[config.mk]
export PLATFORM = sky130hd
export DESIGN_NAME = uart_transceiver
export DESIGN_NICKNAME = d
export VERILOG_FILES = /design/src/rtl/uart_pkg.sv /design/src/rtl/uart_baud_tick.sv /design/src/rtl/uart_transceiver.sv
export SDC_FILE = /design/constraint.sdc
export NUM_CORES = 1
export LEC_CHECK = 0
export CAP_MARGIN = 20
export CORE_MARGIN = 10
export CORE_UTILIZATION = 45
export DETAILED_ROUTE_END_ITERATION = 10
export GPL_TIMING_DRIVEN = 0
export MAX_ROUTING_LAYER = met4
export PLACE_DENSITY = 0.65
export SYNTH_ARGS = -nofsm -noshare
export SYNTH_HDL_FRONTEND = slang
export SYNTH_SLANG_ARGS = --single-unit
[constraint.sdc]
create_clock -name clk -period 6.33 [get_ports clk]
set_input_delay 1.266 -clock clk [delete_from_list [all_inputs] [get_ports clk]]
set_output_delay 1.266 -clock clk [all_outputs]
set_load 0.01 [all_outputs]
[src/rtl/uart_pkg.sv]
// Shared defaults and FSM state encoding for the 8N1 UART transceiver.
package uart_pkg;

  localparam int unsigned DefDbits   = 8;
  localparam int unsigned DefSbTick  = 16;
  localparam int unsigned DefBrBits  = 6;
  localparam int unsigned DefBrLimit = 53;

  typedef enum logic [1:0] {
    StIdle,
    StStart,
    StData,
    StStop
  } uart_state_e;

endpackage

[src/rtl/uart_baud_tick.sv]
// Free-running baud counter producing a one-clock oversampling tick at the terminal count.
module uart_baud_tick #(
  parameter int unsigned BR_BITS  = 6,
  parameter int unsigned BR_LIMIT = 53
) (
  input  logic clk_i,
  input  logic rst_ni,
  output logic tick_o
);

  localparam logic [BR_BITS-1:0] Limit = BR_LIMIT[BR_BITS-1:0];

  logic [BR_BITS-1:0] cnt_q, cnt_d;

  always_comb begin
    cnt_d = (cnt_q == Limit) ? '0 : cnt_q + 1'b1;
  end

  always_ff @(posedge clk_i) begin
    if (!rst_ni) begin
      cnt_q <= '0;
    end else begin
      cnt_q <= cnt_d;
    end
  end

  assign tick_o = (cnt_q == Limit);

endmodule

[src/rtl/uart_transceiver.sv]
// 8N1 UART with 16x oversampling; RX and TX FSMs share one baud tick and run fully independently.
module uart_transceiver
  import uart_pkg::*;
#(
  parameter int unsigned DBITS    = DefDbits,
  parameter int unsigned SB_TICK  = DefSbTick,
  parameter int unsigned BR_BITS  = DefBrBits,
  parameter int unsigned BR_LIMIT = DefBrLimit
) (
  input  logic             clk,
  input  logic             reset,
  input  logic             rx,
  output logic             tx,
  input  logic             tx_start,
  input  logic [DBITS-1:0] data_in,
  output logic             tx_done,
  output logic             data_ready,
  output logic [DBITS-1:0] data_out,
  output logic             tick
);

  localparam int unsigned    NW    = $clog2(DBITS);
  localparam logic [NW-1:0]  NLast = NW'(DBITS - 1);
  localparam logic [3:0]     SLast = 4'(SB_TICK - 1);

  uart_baud_tick #(
    .BR_BITS  (BR_BITS),
    .BR_LIMIT (BR_LIMIT)
  ) u_baud (
    .clk_i  (clk),
    .rst_ni (reset),
    .tick_o (tick)
  );

  // Synchroniser resets to idle-high so reset release never looks like a start bit.
  logic [1:0] rx_sync_q;
  logic       rx_bit;
  assign rx_bit = rx_sync_q[1];

  uart_state_e      rx_state_q, rx_state_d;
  logic [3:0]       rx_s_q, rx_s_d;
  logic [NW-1:0]    rx_n_q, rx_n_d;
  logic [DBITS-1:0] rx_b_q, rx_b_d;
  logic             data_ready_q, data_ready_d;
  logic [DBITS-1:0] data_out_q, data_out_d;

  always_comb begin
    rx_state_d   = rx_state_q;
    rx_s_d       = rx_s_q;
    rx_n_d       = rx_n_q;
    rx_b_d       = rx_b_q;
    data_ready_d = 1'b0;
    data_out_d   = data_out_q;
    case (rx_state_q)
      StIdle: begin
        if (!rx_bit) begin
          rx_state_d = StStart;
          rx_s_d     = '0;
        end
      end
      StStart: begin
        if (tick) begin
          if (rx_s_q == 4'd7) begin
            rx_s_d     = '0;
            rx_n_d     = '0;
            rx_state_d = rx_bit ? StIdle : StData;
          end else begin
            rx_s_d = rx_s_q + 4'd1;
          end
        end
      end
      StData: begin
        if (tick) begin
          if (rx_s_q == 4'd15) begin
            rx_s_d = '0;
            rx_b_d = {rx_bit, rx_b_q[DBITS-1:1]};
            if (rx_n_q == NLast) begin
              rx_state_d = StStop;
            end else begin
              rx_n_d = rx_n_q + 1'b1;
            end
          end else begin
            rx_s_d = rx_s_q + 4'd1;
          end
        end
      end
      StStop: begin
        // Stop-bit level is deliberately not checked.
        if (tick) begin
          if (rx_s_q == SLast) begin
            rx_state_d   = StIdle;
            data_ready_d = 1'b1;
            data_out_d   = rx_b_q;
          end else begin
            rx_s_d = rx_s_q + 4'd1;
          end
        end
      end
      default: rx_state_d = StIdle;
    endcase
  end

  uart_state_e      tx_state_q, tx_state_d;
  logic [3:0]       tx_s_q, tx_s_d;
  logic [NW-1:0]    tx_n_q, tx_n_d;
  logic [DBITS-1:0] tx_b_q, tx_b_d;
  logic             tx_q, tx_d;
  logic             tx_done_q, tx_done_d;

  always_comb begin
    tx_state_d = tx_state_q;
    tx_s_d     = tx_s_q;
    tx_n_d     = tx_n_q;
    tx_b_d     = tx_b_q;
    tx_done_d  = 1'b0;
    case (tx_state_q)
      StIdle: begin
        if (tx_start) begin
          tx_b_d     = data_in;
          tx_s_d     = '0;
          tx_state_d = StStart;
        end
      end
      StStart: begin
        if (tick) begin
          if (tx_s_q == 4'd15) begin
            tx_s_d     = '0;
            tx_n_d     = '0;
            tx_state_d = StData;
          end else begin
            tx_s_d = tx_s_q + 4'd1;
          end
        end
      end
      StData: begin
        if (tick) begin
          if (tx_s_q == 4'd15) begin
            tx_s_d = '0;
            tx_b_d = tx_b_q >> 1;
            if (tx_n_q == NLast) begin
              tx_state_d = StStop;
            end else begin
              tx_n_d = tx_n_q + 1'b1;
            end
          end else begin
            tx_s_d = tx_s_q + 4'd1;
          end
        end
      end
      StStop: begin
        if (tick) begin
          if (tx_s_q == SLast) begin
            tx_state_d = StIdle;
            tx_done_d  = 1'b1;
          end else begin
            tx_s_d = tx_s_q + 4'd1;
          end
        end
      end
      default: tx_state_d = StIdle;
    endcase

    // Line level follows the next state so tx changes on the same edge as the FSM.
    case (tx_state_d)
      StStart: tx_d = 1'b0;
      StData:  tx_d = tx_b_d[0];
      default: tx_d = 1'b1;
    endcase
  end

  always_ff @(posedge clk) begin
    if (!reset) begin
      rx_sync_q    <= 2'b11;
      rx_state_q   <= StIdle;
      rx_s_q       <= '0;
      rx_n_q       <= '0;
      rx_b_q       <= '0;
      data_ready_q <= 1'b0;
      data_out_q   <= '0;
      tx_state_q   <= StIdle;
      tx_s_q       <= '0;
      tx_n_q       <= '0;
      tx_b_q       <= '0;
      tx_q         <= 1'b1;
      tx_done_q    <= 1'b0;
    end else begin
      rx_sync_q    <= {rx_sync_q[0], rx};
      rx_state_q   <= rx_state_d;
      rx_s_q       <= rx_s_d;
      rx_n_q       <= rx_n_d;
      rx_b_q       <= rx_b_d;
      data_ready_q <= data_ready_d;
      data_out_q   <= data_out_d;
      tx_state_q   <= tx_state_d;
      tx_s_q       <= tx_s_d;
      tx_n_q       <= tx_n_d;
      tx_b_q       <= tx_b_d;
      tx_q         <= tx_d;
      tx_done_q    <= tx_done_d;
    end
  end

  assign tx         = tx_q;
  assign tx_done    = tx_done_q;
  assign data_ready = data_ready_q;
  assign data_out   = data_out_q;

endmodule

# Yosys cells after proc, flatten, opt, wreduce, memory -nomap -nowiden
# Index checks and enable logic that the tools add are counted.
# W data, S select, Z words.
# op_classes
addsub	5
n_mul	0
n_div	0
order_cmp	0
eq_ne	33
n_shift	0
n_mux	52
bitwise_logic	1
reduce_logical	17
# ops
cell	n
$mux W4	12
$ne A2 B2 Y1 const B	18
$mux W2	17
$mux W3	10
$mux W8	3
$pmux W2 S4	2
$pmux W4 S4	1
$pmux W8 S2	1
$pmux W3 S2	2
$pmux W4 S3	1
$reduce_and A3 Y1	4
$reduce_and A6 Y1	2
$eq A2 B2 Y1 const B	5
$add A4 B1 Y4 const B	2
$eq A4 B4 Y1 const B	2
$reduce_and A4 Y1	2
$reduce_and A8 Y1	1
$add A3 B1 Y3 const B	2
$add A6 B1 Y6 const B	1
$eq A2 B1 Y1 const B	3
$eq A3 B3 Y1 const B	2
$eq A6 B6 Y1 const B	1
$reduce_bool A2 Y1	3
$reduce_and A5 Y1	1
other kinds (7)	10
# totals
ff_bits	53
latch_bits	0
ram_bits	0
rom_bits	0
in_bits	12
output_inout_bits	12
elab_cells	123
mem_count	0

# Depth between registers and ports, before layout
# Gate-level depths: netlist of the first run.
# depth
ltp_word	7
ltp_mapped	8
ltp_nobuf	7

# Cells and area by module
# From an unflattened synthesis of the first run, not the netlist that was laid out.
# hier_totals
hier_cells	280
hier_area_um2	2555.0
# modules_own_cells
mod	instances	cells_per_inst	area_per_inst_um2	seq_area_each_um2
uart_transceiver	1	250	2292.2	940.9
uart_baud_tick	1	30	262.8	120.1

# Worst setup path after synthesis of the first run
# No wires, ideal clock.
# synth_path
path_kind	input -> register
from	in tx_start
to	reg tx_b_q[1]
setup_time_ns	0.128
t_arrival_ns	2.364
required_time_ns	6.202
path_slack_ns	3.838
stages	5
path_buffers	1
cell_sequence	and2_1 clkbuf_1 o22ai_1 mux2i_1 nor2_1
# synth_between
elab_chain_cells	2
# synth_rtl
item	line_no	rtl
from (decl)	uart_transceiver.sv:14	input logic tx_start,
$ne A2 B2 Y1 (no source line)	--	
$reduce_and A4 Y1 (no source line)	--	
to (signal assigned)	uart_transceiver.sv:197	tx_b_q <= tx_b_d;
to (decl)	uart_transceiver.sv:106	logic [DBITS-1:0] tx_b_q, tx_b_d;
# No other way between the ends.
# A chain may end at the register's enable or synchronous reset.

# Final worst setup path of the first run
# layout_path
from	reg u_baud.cnt_q[0]
to	out tick
# layout_between
elab_chain_cells	1
# layout_rtl
item	line_no	rtl
from (decl)	uart_baud_tick.sv:13	logic [BR_BITS-1:0] cnt_q, cnt_d;
from (signal assigned)	uart_baud_tick.sv:23	cnt_q <= cnt_d;
$eq A6 B6 Y1	uart_baud_tick.sv:27	assign tick_o = (cnt_q == Limit);
to (decl)	uart_transceiver.sv:19	output logic tick
# No other way between the ends.

==> tab_implementation.tex, run 1 <==
\begin{tabular}{lr}
\hline
Metric & Value \\
\hline
\multicolumn{2}{l}{\textbf{Cells and area}} \\
\quad Design Area, Final & slightly below 0.003 mm² \\
\quad Most frequent cells in the layout & sky130\_fd\_sc\_hd\_\_dfxtp\_1, sky130\_fd\_sc\_hd\_\_nor2\_1, sky130\_fd\_sc\_hd\_\_mux2i\_1, sky130\_fd\_sc\_hd\_\_clkdlybuf4s50\_1, sky130\_fd\_sc\_hd\_\_a21oi\_1 \\
\quad Share of the core filled with cells & between 50 and 60\% \\
\quad Layout area overhead & 16.8\% \\
\quad Most common library cell in the layout ignoring fill and taps & sky130\_fd\_sc\_hd\_\_dfxtp\_1 \\
\quad Number of nets in the final layout & about 330 \\
\quad Fraction of final layout cells sized beyond drive strength 1 & under 10\% \\
\quad Final-layout fill cell count & 530 \\
\quad Antenna diode count & 0 \\
\multicolumn{2}{l}{\textbf{STA}} \\
\quad Actual transition at the worst max-transition pin & between 800 and 900 ps \\
\quad Worst relative slew slack & approximately 41\% \\
\quad Setup slack after layout & just over 3000 ps \\
\quad Fin Setup TNS & 0 ps \\
\quad Count of pins over their slew limit & 0 \\
\quad Post-route clock skew & around 9.1 ps \\
\quad Shortest period the worst path allows & $\sim$3300 ps \\
\quad Setup violators final & 0 \\
\quad Share of the cycle needed by the critical path after routing & approximately 50\% \\
\quad FMAX & about 310 MHz \\
\quad Unrepaired setup endpoints after global routing & false \\
\quad Final hold violation count & 0 \\
\multicolumn{2}{l}{\textbf{Synth}} \\
\quad Biggest area consumer among synthesized cells & sky130\_fd\_sc\_hd\_\_dfxtp\_1 \\
\quad Main combinational cell family by area after synthesis & simple AND/OR/NAND/NOR gates \\
\quad Area contributors post-synth & sky130\_fd\_sc\_hd\_\_dfxtp\_1, sky130\_fd\_sc\_hd\_\_mux2i\_1, sky130\_fd\_sc\_hd\_\_nor2\_1 \\
\quad Multiplexer share of the synthesized area & a little over a tenth \\
\quad Mean cell area of the mapped netlist & 9.14 µm² \\
\quad Adder and majority gate portion of the synthesized area & under 10\% \\
\quad Parity-gate share of the synthesized area counting xor and xnor cells & 1.41\% \\
\quad Cell count after synthesis & between 200 and 300 \\
\quad Summed instance area of the synthesized netlist & around 0.0025 mm² \\
\quad Async S/R FF share, synth & 0\% \\
\quad Synthesized-area fraction occupied by and/or/nand/nor cells & about a fifth \\
\quad Number of flops mapped to enable cells by yosys & 0 \\
\quad Register bit count reported by yosys & between 50 and 60 \\
\quad Compound-Gate Fraction of Synth Area & between 10\% and 20\% \\
\quad Unique cell type count in the Yosys netlist & 47 \\
\quad Portion of synthesized cell area occupied by the leading cell type & between 40\% and 50\% \\
\quad Top flip-flop cell by instance count after synthesis & sky130\_fd\_sc\_hd\_\_dfxtp\_1 \\
\quad Fraction of the yosys area taken by sequential cells & between 40\% and 50\% \\
\quad Net count of the mapped netlist & about 300 \\
\quad Synth Warn \# & 0 \\
\multicolumn{2}{l}{\textbf{Clock tree}} \\
\quad CTS tree & built \\
\quad Number of buffers on the longest clock path & 2 \\
\quad Clock buffers created by TritonCTS & 5 \\
\quad Maximum level of the CTS H-tree & 2 \\
\quad Reg clk slew, reported paths & 110 ps \\
\quad Number of buffers inserted for hold repair after clock tree synthesis & 0 \\
\quad Cts repair resizes & 0 \\
\quad Buffer count from post-CTS setup fixing & 0 \\
\quad Clk\_lat worst skew & roughly 320 ps \\
\quad Clk sinks & 53 \\
\quad Clock Root Buffer & sky130\_fd\_sc\_hd\_\_clkbuf\_8 \\
\multicolumn{2}{l}{\textbf{Route}} \\
\quad Top metal layer carrying routed signals & met4 \\
\quad Wl on met1 & around 2600 µm \\
\quad Number of optimization iterations in the first detailed-route pass & 5 \\
\quad Vias per inst & about 5.4 \\
\quad DR WL met2 & 2430 µm \\
\quad Via Count & between 2000 and 2500 \\
\quad Number of remaining DRC errors & 0 \\
\quad Initial DRC Count & between 80 and 90 \\
\quad Wire length on met3 & 214 µm \\
\quad Final Routed Wirelength & around 5400 µm \\
\quad Remaining antenna violation count after routing & 0 \\
\quad Average wire per cell in the routed design & 14.3 µm \\
\multicolumn{2}{l}{\textbf{Job}} \\
\quad Number of max-cap violations & 0 \\
\multicolumn{2}{l}{\textbf{GRT}} \\
\quad Maximum number of pins on one net before global-route repair & 20 \\
\quad Vias in the first global route & $\sim$1900 \\
\quad Total GRT Usage & about an eighth \\
\quad Global-route wire length before repair & 9030 µm \\
\quad Antenna violations before repair & 0 \\
\quad Global route total overflow & 0 \\
\multicolumn{2}{l}{\textbf{Die}} \\
\quad Die boundary height & between 90 and 100 µm \\
\quad Top-level port count & 24 \\
\quad Core Box Area & 0.00544 mm² \\
\quad Area of the die & between 0.008 and 0.009 mm² \\
\quad Row count & 27 \\
\quad Die outline width & between 90 and 100 µm \\
\quad Starting density of the core & approximately 46\% \\
\multicolumn{2}{l}{\textbf{Pwr}} \\
\quad Leak Pwr & approximately 1.1 nW \\
\quad Peak supply drop & 0.000145 V \\
\quad Power per standard cell area & $\sim$210 mW/mm² \\
\multicolumn{2}{l}{\textbf{Placed design}} \\
\quad Pre-CTS WS & 3030 ps \\
\quad Dpl cell area & between 0.002 and 0.003 mm² \\
\quad IO buf count & 23 \\
\quad Final HPWL DP & 3740 µm \\
\quad RePlAce Congestion & about 0.8 \\
\multicolumn{2}{l}{\textbf{Critical path}} \\
\quad Startpoint type of the worst setup path & flop \\
\quad Worst path required time & 5060 ps \\
\quad Crit Path Category & flop to output pin \\
\quad Arrival time reported for the critical path endpoint & about 2000 ps \\
\quad Maximum net fanout on the critical path & 8 \\
\quad Sort of element at the end of the critical path & output pin \\
\multicolumn{2}{l}{\textbf{Worst hold path}} \\
\quad HP Class & flop to flop \\
\multicolumn{2}{l}{\textbf{Outcome}} \\
\quad Run status & complete, no violations \\
\hline
\end{tabular}
## logic make-up (layout without fill, tap and decap cells)
family,Yosys count,count (layout)
DFF,53,53
xor gates and xnor gates,4,4
AOI/OAI and AO/OA,49,49
adders and majority gates,12,12
muxes,27,27
buffers and inverters,24,55
and+or+nand+nor,103,103
## worst paths after layout
check / start / slack (ps) / endpoint / cells after the start
worst max-delay path: u_baud.cnt_q[0]$_SDFF_PP0_ / 3080 / tick / 5
worst min-delay path: rx_sync_q[0]$_SDFF_PN1_ / 420 / rx_sync_q[1]$_SDFF_PN1_ / 1
worst max register to register: tx_state_q[0]$_SDFF_PN0_ / 3930 / tx_b_q[6]$_SDFFE_PN0P_ / 7
worst min register to register: rx_sync_q[0]$_SDFF_PN1_ / 420 / rx_sync_q[1]$_SDFF_PN1_ / 1
## layout make-up
cell class,instances,area (µm²),share of cell area [%]
sequential,53,1060,36.5
buffer,13,73.8,2.54
inverter,11,41.3,1.42
clock inverter,3,28.8,0.991
multi-input combinational,195,1310,45.1
tap,72,90.1,3.10
timing repair buffer,23,230,7.92
clock buffer,5,68.8,2.37
## stage by stage
step	std cells	hold slack, ps	power (W)
6_report	375	420	0.000622
5_1_grt	375	452	0.000647
4_1_cts	375	423	0.000628
3_5_place_dp	367	396	0.000415
3_3_place_gp	367	396	0.000415
2_1_floorplan	272	386	0.000394
## metal layers
metal,vias to the layer above,GRT usage (%)
li1,1026,-
met5,-,-
met4,0,5.70
met1,957,16.2
met2,36,18.8
met3,8,3.33
## cells in the mapped netlist, types with 2 or more instances
cell type / count
sky130_fd_sc_hd__o21ai_0: 7
sky130_fd_sc_hd__xor2_1: 2
sky130_fd_sc_hd__ha_1: 12
sky130_fd_sc_hd__a21oi_1: 17
sky130_fd_sc_hd__o22ai_1: 2
sky130_fd_sc_hd__clkbuf_1: 7
sky130_fd_sc_hd__or4_1: 4
sky130_fd_sc_hd__nand4_1: 2
sky130_fd_sc_hd__and3_1: 3
sky130_fd_sc_hd__a31oi_1: 4
sky130_fd_sc_hd__and2_1: 3
sky130_fd_sc_hd__xnor2_1: 2
sky130_fd_sc_hd__o21a_1: 2
sky130_fd_sc_hd__a32o_1: 6
sky130_fd_sc_hd__nor2_1: 47
sky130_fd_sc_hd__a211oi_1: 2
sky130_fd_sc_hd__nand3_1: 6
sky130_fd_sc_hd__and4_1: 3
sky130_fd_sc_hd__nand2_1: 12
sky130_fd_sc_hd__mux2i_1: 27
sky130_fd_sc_hd__nand3b_1: 2
sky130_fd_sc_hd__nand4b_1: 2
sky130_fd_sc_hd__o211ai_1: 2
sky130_fd_sc_hd__inv_1: 10
sky130_fd_sc_hd__nor4_1: 2
sky130_fd_sc_hd__nand2b_1: 6
sky130_fd_sc_hd__nor3_1: 4
sky130_fd_sc_hd__buf_2: 3
sky130_fd_sc_hd__dfxtp_1: 53
## flip-flops by register name, indices dropped and copies added, names as in the netlist, 3 cells and up, named ones only
| signal | flops |
|---|---|
| rx_b_q | 8 |
| data_out | 8 |
| tx_n_q | 3 |
| rx_s_q | 4 |
| rx_n_q | 3 |
| tx_s_q | 4 |
| u_baud.cnt_q | 6 |
| tx_b_q | 8 |
## critical path, cell delays in order (launching register included)
cell and delay [ps]:
sky130_fd_sc_hd__dfxtp_1 390, sky130_fd_sc_hd__ha_1 210, sky130_fd_sc_hd__nand4_4 170, sky130_fd_sc_hd__or2_4 290
sky130_fd_sc_hd__inv_1 60, sky130_fd_sc_hd__clkdlybuf4s50_1 540
## power breakdown
group	leakage, nW	internal (W)	switching, W
Clock	0.0511	0.0000839	0.000130
Combinational	0.635	0.0000271	0.0000340
Sequential	0.429	0.000341	0.00000615
(Power assumes the default switching activity.)
==> inputs of run 2 (changes only) <==
PLACE_DENSITY = 0.68   (was 0.65)
clock period = 2.7 ns   (was 6.33 ns; I/O delays follow)
==> tab_implementation.tex, run 2 (synthesized netlist as in run 1, its figures left out) <==
\begin{tabular}{lr}
\hline
Metric & Value \\
\hline
\multicolumn{2}{l}{\textbf{Outcome}} \\
\quad Run status & complete, no violations \\
\multicolumn{2}{l}{\textbf{Placed design}} \\
\quad Final HPWL DP & between 3000 and 4000 µm \\
\quad Pre-CTS WS & roughly 100 ps \\
\quad RePlAce Congestion & approximately 0.87 \\
\quad Cell count after placement & approximately 370 \\
\quad IO buf count & 23 \\
\multicolumn{2}{l}{\textbf{Die}} \\
\quad Row count & 27 \\
\quad Area of the die & about 0.0089 mm² \\
\quad Die boundary height & around 94 µm \\
\quad Starting density of the core & a little under half \\
\quad Top-level port count & 24 \\
\quad Core Box Area & approximately 0.0054 mm² \\
\quad Die outline width & about 94 µm \\
\multicolumn{2}{l}{\textbf{Route}} \\
\quad Via Count & 2009 \\
\quad Initial DRC Count & $\sim$150 \\
\quad Number of optimization iterations in the first detailed-route pass & 4 \\
\quad Remaining antenna violation count after routing & 0 \\
\quad Final Routed Wirelength & about 5300 µm \\
\quad Average wire per cell in the routed design & around 14 µm \\
\quad Vias per inst & 5.36 \\
\quad Number of remaining DRC errors & 0 \\
\multicolumn{2}{l}{\textbf{Critical path}} \\
\quad R2R setup slack & roughly 270 ps \\
\quad Crit Path Category & flop to output pin \\
\quad R2R Path Start & tx\_state\_q[0]\$\_SDFF\_PN0\_ \\
\quad Startpoint type of the worst setup path & flop \\
\quad Worst setup path start & u\_baud.cnt\_q[0]\$\_SDFF\_PP0\_ \\
\quad Arrival time reported for the critical path endpoint & approximately 2000 ps \\
\quad Maximum net fanout on the critical path & 8 \\
\quad Sort of element at the end of the critical path & output pin \\
\quad Worst path required time & approximately 2200 ps \\
\multicolumn{2}{l}{\textbf{Pwr}} \\
\quad Net Sw Frac & between 20\% and 30\% \\
\quad Power per standard cell area & between 400 and 500 mW/mm² \\
\quad Peak supply drop & just under 0.0003 V \\
\quad Sw power & 0.000368 W \\
\quad Combinational cell fraction of total power & 10.1\% \\
\quad Register share of total power & a little under three fifths \\
\quad Cell-internal power & between 0.001 and 0.0015 W \\
\quad Leak Pwr & about 1.1 nW \\
\quad Clock network power share & approximately a third \\
\multicolumn{2}{l}{\textbf{Clock tree}} \\
\quad Cts repair resizes & 0 \\
\quad CTS tree & built \\
\quad Maximum level of the CTS H-tree & 2 \\
\quad Reg clk slew, reported paths & 100 ps \\
\quad Number of buffers inserted for hold repair after clock tree synthesis & 0 \\
\quad Buffer count from post-CTS setup fixing & 0 \\
\quad Clk\_lat worst skew & $\sim$310 ps \\
\quad Number of buffers on the longest clock path & 2 \\
\quad Clock Root Buffer & sky130\_fd\_sc\_hd\_\_clkbuf\_8 \\
\quad Clock buffers created by TritonCTS & 5 \\
\quad Clk sinks & 53 \\
\multicolumn{2}{l}{\textbf{Job}} \\
\quad Number of max-cap violations & 0 \\
\multicolumn{2}{l}{\textbf{STA}} \\
\quad Shortest period the worst path allows & 2510 ps \\
\quad Actual transition at the worst max-transition pin & approximately 900 ps \\
\quad Worst relative slew slack & 39.7\% \\
\quad Worst Hold Slack & $\sim$420 ps \\
\quad Post-route clock skew & between 6 and 7 ps \\
\quad Unrepaired setup endpoints after global routing & false \\
\quad Final hold violation count & 0 \\
\quad Share of the cycle needed by the critical path after routing & 92.9\% \\
\quad FMAX & roughly 400 MHz \\
\quad Setup slack after layout & approximately 190 ps \\
\quad Setup violators final & 0 \\
\quad Count of pins over their slew limit & 0 \\
\quad Fin Setup TNS & 0 ps \\
\multicolumn{2}{l}{\textbf{Cells and area}} \\
\quad Non-Filler Instances & 375 \\
\quad Layout area overhead & 16.6\% \\
\quad Antenna diode count & 0 \\
\quad Number of nets in the final layout & 326 \\
\quad Fraction of final layout cells sized beyond drive strength 1 & 6.60\% \\
\quad Most common library cell in the layout ignoring fill and taps & sky130\_fd\_sc\_hd\_\_dfxtp\_1 \\
\quad Most frequent cells in the layout & sky130\_fd\_sc\_hd\_\_dfxtp\_1, sky130\_fd\_sc\_hd\_\_nor2\_1, sky130\_fd\_sc\_hd\_\_mux2i\_1, sky130\_fd\_sc\_hd\_\_clkdlybuf4s50\_1, sky130\_fd\_sc\_hd\_\_a21oi\_1 \\
\multicolumn{2}{l}{\textbf{GRT}} \\
\quad Global route total overflow & 0 \\
\quad Maximum number of pins on one net before global-route repair & 19 \\
\quad Vias in the first global route & around 1900 \\
\quad Global-route wire length before repair & 8970 µm \\
\quad Antenna violations before repair & 0 \\
\quad Total GRT Usage & around 13\% \\
\multicolumn{2}{l}{\textbf{Worst hold path}} \\
\quad HP Class & flop to flop \\
\quad Hold path startpoint & rx\_sync\_q[0]\$\_SDFF\_PN1\_ \\
\hline
\end{tabular}
## run 2: cell types whose count changed in the layout (fill, tap and decap cells not counted), sizes merged
cell,previous run,this run
clkinvlp,0,1
inv,13,12
## run 2: worst max-delay path, cell delays in order, from the launching register on
cell,delay [ps]
sky130_fd_sc_hd__dfxtp_1,390
sky130_fd_sc_hd__ha_1,210
sky130_fd_sc_hd__nand4_4,160
sky130_fd_sc_hd__or2_4,300
sky130_fd_sc_hd__inv_1,60
sky130_fd_sc_hd__clkdlybuf4s50_1,530
## run 2: power by group through the flow
stage               clock, W  combinational, W  sequential (W)
floorplan                  0         0.0000956        0.000829
global placement           0          0.000141        0.000831
detailed placement         0          0.000143        0.000832
CTS                 0.000481          0.000144        0.000814
global route        0.000507          0.000160        0.000817
finish              0.000463          0.000144        0.000814
## run 2: through the flow
| step | utilization [%] | total power (W) | instance area (µm²) |
|---|---|---|---|
| after floorplan | - | 0.000924 | 2490 |
| after global placement | 51.6 | 0.000972 | 2810 |
| after detailed placement | 51.6 | 0.000974 | 2810 |
| after CTS | 53.3 | 0.00144 | 2900 |
| after global routing | 53.3 | 0.00148 | 2900 |
| final | 53.3 | 0.00142 | 2900 |
## run 2: area by class of cell
class | count | area (µm²)
tap | 72 | 90.1
sequential | 53 | 1060
clock inverter | 3 | 25.0
multi-input combinational | 195 | 1310
clock buffer | 5 | 68.8
buffer | 13 | 73.8
fill | 502 | 2540
inverter | 11 | 41.3
timing repair buffer | 23 | 230
## run 2: final timing paths
check | endpoint | depth (start not counted)
worst max-delay path | tick | 5
worst min-delay path | rx_sync_q[1]$_SDFF_PN1_ | 1
worst max register to register | tx_b_q[5]$_SDFFE_PN0P_ | 7
worst min register to register | rx_sync_q[1]$_SDFF_PN1_ | 1
## run 2: layer usage
layer / wire length (µm) / vias up / GRT usage (%)
li1: - / 1028 / -
met1: 2560 / 942 / 15.6
met2: 2460 / 33 / 19.8
met3: 179 / 6 / 3.33
met4: 66 / 0 / 4.18
met5: 0 / - / -
==> inputs of run 3 (changes only) <==
CORE_UTILIZATION = 43   (was 45)
MAX_ROUTING_LAYER = not set   (was met4)
PLACE_DENSITY = 0.65   (was 0.68)
==> tab_implementation.tex, run 3 (synthesized netlist as in run 1, its figures left out) <==
\begin{tabular}{lr}
\hline
Metric & Value \\
\hline
\multicolumn{2}{l}{\textbf{Critical path}} \\
\quad Count of cells along the worst register-to-register path & 7 \\
\quad Startpoint type of the worst setup path & flop \\
\quad Crit Path Category & flop to output pin \\
\quad Worst setup path start & u\_baud.cnt\_q[0]\$\_SDFF\_PP0\_ \\
\quad Maximum net fanout on the critical path & 8 \\
\quad R2R setup slack & between 300 and 400 ps \\
\quad Worst path required time & 2160 ps \\
\quad Critical path capture point & tick \\
\quad Arrival time reported for the critical path endpoint & $\sim$2000 ps \\
\quad Reg2reg end & tx\_b\_q[5]\$\_SDFFE\_PN0P\_ \\
\quad R2R Path Start & tx\_state\_q[0]\$\_SDFF\_PN0\_ \\
\quad Sort of element at the end of the critical path & output pin \\
\multicolumn{2}{l}{\textbf{Die}} \\
\quad Row count & 27 \\
\quad Area of the die & around 0.0092 mm² \\
\quad Die outline width & 96.1 µm \\
\quad Starting density of the core & between 40 and 50\% \\
\quad Core Box Area & approximately 0.0056 mm² \\
\quad Top-level port count & 24 \\
\quad Die boundary height & 96.1 µm \\
\multicolumn{2}{l}{\textbf{Route}} \\
\quad Remaining antenna violation count after routing & 0 \\
\quad Final Routed Wirelength & 5170 µm \\
\quad Average wire per cell in the routed design & about 14 µm \\
\quad Number of remaining DRC errors & 0 \\
\quad Via Count & between 2000 and 2500 \\
\quad Number of optimization iterations in the first detailed-route pass & 5 \\
\quad Initial DRC Count & $\sim$110 \\
\quad Vias per inst & $\sim$5.4 \\
\multicolumn{2}{l}{\textbf{Clock tree}} \\
\quad Clock buffers created by TritonCTS & 5 \\
\quad Number of buffers on the longest clock path & 2 \\
\quad Reg clk slew, reported paths & $\sim$100 ps \\
\quad Buffer count from post-CTS setup fixing & 0 \\
\quad Maximum level of the CTS H-tree & 2 \\
\quad Clock Root Buffer & sky130\_fd\_sc\_hd\_\_clkbuf\_8 \\
\quad Clk sinks & 53 \\
\quad Cts repair resizes & 0 \\
\quad Clk\_lat worst skew & $\sim$310 ps \\
\quad Number of buffers inserted for hold repair after clock tree synthesis & 0 \\
\quad CTS tree & built \\
\multicolumn{2}{l}{\textbf{GRT}} \\
\quad Antenna violations before repair & 0 \\
\quad Maximum number of pins on one net before global-route repair & 19 \\
\quad Global route total overflow & 0 \\
\quad Grt met3 use & about 3.7\% \\
\quad Total GRT Usage & 11.9\% \\
\quad Vias in the first global route & $\sim$1900 \\
\quad Most Used Layer, Global Route & met2 \\
\quad Global-route wire length before repair & between 8000 and 9000 µm \\
\quad M2 GR Usage & between 10\% and 20\% \\
\quad Global Route met1 Usage & roughly 16\% \\
\multicolumn{2}{l}{\textbf{Pwr}} \\
\quad Register share of total power & a little under three fifths \\
\quad Power per standard cell area & just under 500 mW/mm² \\
\quad Leak Pwr & 1.11 nW \\
\quad Cell-internal power & between 0.001 and 0.0015 W \\
\quad Clock network power share & 32.9\% \\
\quad Sw power & roughly 0.00038 W \\
\quad Net Sw Frac & about a quarter \\
\quad Overall power of the completed layout & between 0.001 and 0.0015 W \\
\quad Peak supply drop & between 0.0003 and 0.0004 V \\
\quad Combinational cell fraction of total power & 10.1\% \\
\multicolumn{2}{l}{\textbf{Worst hold path}} \\
\quad HP Class & flop to flop \\
\multicolumn{2}{l}{\textbf{Placed design}} \\
\quad RePlAce Congestion & roughly 0.84 \\
\quad Final HPWL DP & $\sim$3700 µm \\
\quad Dpl cell area & roughly 0.0028 mm² \\
\quad IO buf count & 23 \\
\quad Pre-CTS WS & between 70 and 80 ps \\
\quad Cell count after placement & 367 \\
\multicolumn{2}{l}{\textbf{STA}} \\
\quad Post-route clock skew & between 8 and 9 ps \\
\quad Fin Setup TNS & 0 ps \\
\quad FMAX & slightly below 400 MHz \\
\quad Final hold violation count & 0 \\
\quad Share of the cycle needed by the critical path after routing & a little over 90\% \\
\quad Unrepaired setup endpoints after global routing & false \\
\quad Shortest period the worst path allows & between 2000 and 3000 ps \\
\quad Actual transition at the worst max-transition pin & slightly below 900 ps \\
\quad Count of pins over their slew limit & 0 \\
\quad Worst relative slew slack & 40.6\% \\
\quad Setup violators final & 0 \\
\quad Setup slack after layout & 184 ps \\
\multicolumn{2}{l}{\textbf{Job}} \\
\quad Number of max-cap violations & 0 \\
\multicolumn{2}{l}{\textbf{Cells and area}} \\
\quad Number of nets in the final layout & about 330 \\
\quad Antenna diode count & 0 \\
\quad Layout area overhead & 16.6\% \\
\quad Most frequent cells in the layout & sky130\_fd\_sc\_hd\_\_dfxtp\_1, sky130\_fd\_sc\_hd\_\_nor2\_1, sky130\_fd\_sc\_hd\_\_mux2i\_1, sky130\_fd\_sc\_hd\_\_clkdlybuf4s50\_1, sky130\_fd\_sc\_hd\_\_a21oi\_1 \\
\quad Non-Filler Instances & 375 \\
\quad Most common library cell in the layout ignoring fill and taps & sky130\_fd\_sc\_hd\_\_dfxtp\_1 \\
\quad Design Area, Final & approximately 0.0029 mm² \\
\quad Fraction of final layout cells sized beyond drive strength 1 & approximately 6.6\% \\
\multicolumn{2}{l}{\textbf{Outcome}} \\
\quad Run status & complete, no violations \\
\hline
\end{tabular}
==> run 3: cell count changes in the layout (fill, tap and decap cells not counted), sizes merged <==
cell    previous run  this run
clkinv             1         2
inv               12        11
==> run 3: power by group through the flow <==
stage / Clock [W] / Combinational, W / Sequential, W
final: 0.000470 / 0.000144 / 0.000814
after global routing: 0.000508 / 0.000160 / 0.000817
after CTS: 0.000490 / 0.000144 / 0.000813
after detailed placement: 0 / 0.000143 / 0.000831
after global placement: 0 / 0.000141 / 0.000831
after floorplan: 0 / 0.0000956 / 0.000829
==> run 3: how the worst min path moves through the flow <==
stage                                  from  cells after the start                      end  slack, ps
floorplan           rx_sync_q[0]$_SDFF_PN1_                      1  rx_sync_q[1]$_SDFF_PN1_        390
global placement    rx_sync_q[0]$_SDFF_PN1_                      1  rx_sync_q[1]$_SDFF_PN1_        400
detailed placement  rx_sync_q[0]$_SDFF_PN1_                      1  rx_sync_q[1]$_SDFF_PN1_        400
CTS                 rx_sync_q[0]$_SDFF_PN1_                      1  rx_sync_q[1]$_SDFF_PN1_        420
global route        rx_sync_q[0]$_SDFF_PN1_                      1  rx_sync_q[1]$_SDFF_PN1_        460
finish              rx_sync_q[0]$_SDFF_PN1_                      1  rx_sync_q[1]$_SDFF_PN1_        420
==> run 3: cell type report <==
| class | count | area [µm²] |
|---|---|---|
| flip-flops and latches | 53 | 1060 |
| fillers | 547 | 2670 |
| clock buffers | 5 | 68.8 |
| repair buffers | 23 | 230 |
| multi-input cells | 195 | 1310 |
| well taps | 72 | 90.1 |
| plain buffers | 13 | 73.8 |
| clock inverters | 3 | 25.0 |
| inverters | 11 | 41.3 |
==> run 3: metrics by stage <==
stage / util, % / hold WS (ps)
after global placement: 50.4 / 396
after detailed placement: 50.4 / 396
after floorplan: - / 386
after CTS: 52.1 / 421
after global routing: 52.1 / 460
final: 52.1 / 419
==> run 3: critical path, stage by stage, from the launching register on <==
cell and delay, ps:
sky130_fd_sc_hd__dfxtp_1 390, sky130_fd_sc_hd__ha_1 210, sky130_fd_sc_hd__nand4_4 160, sky130_fd_sc_hd__or2_4 300, sky130_fd_sc_hd__inv_1 60, sky130_fd_sc_hd__clkdlybuf4s50_1 540
==> run 3: routing by layer <==
metal	share of wire, %	up-vias
li1	-	1023
met1	48	957
met2	45	43
met3	5.3	6
met4	1.3	0
met5	0	-
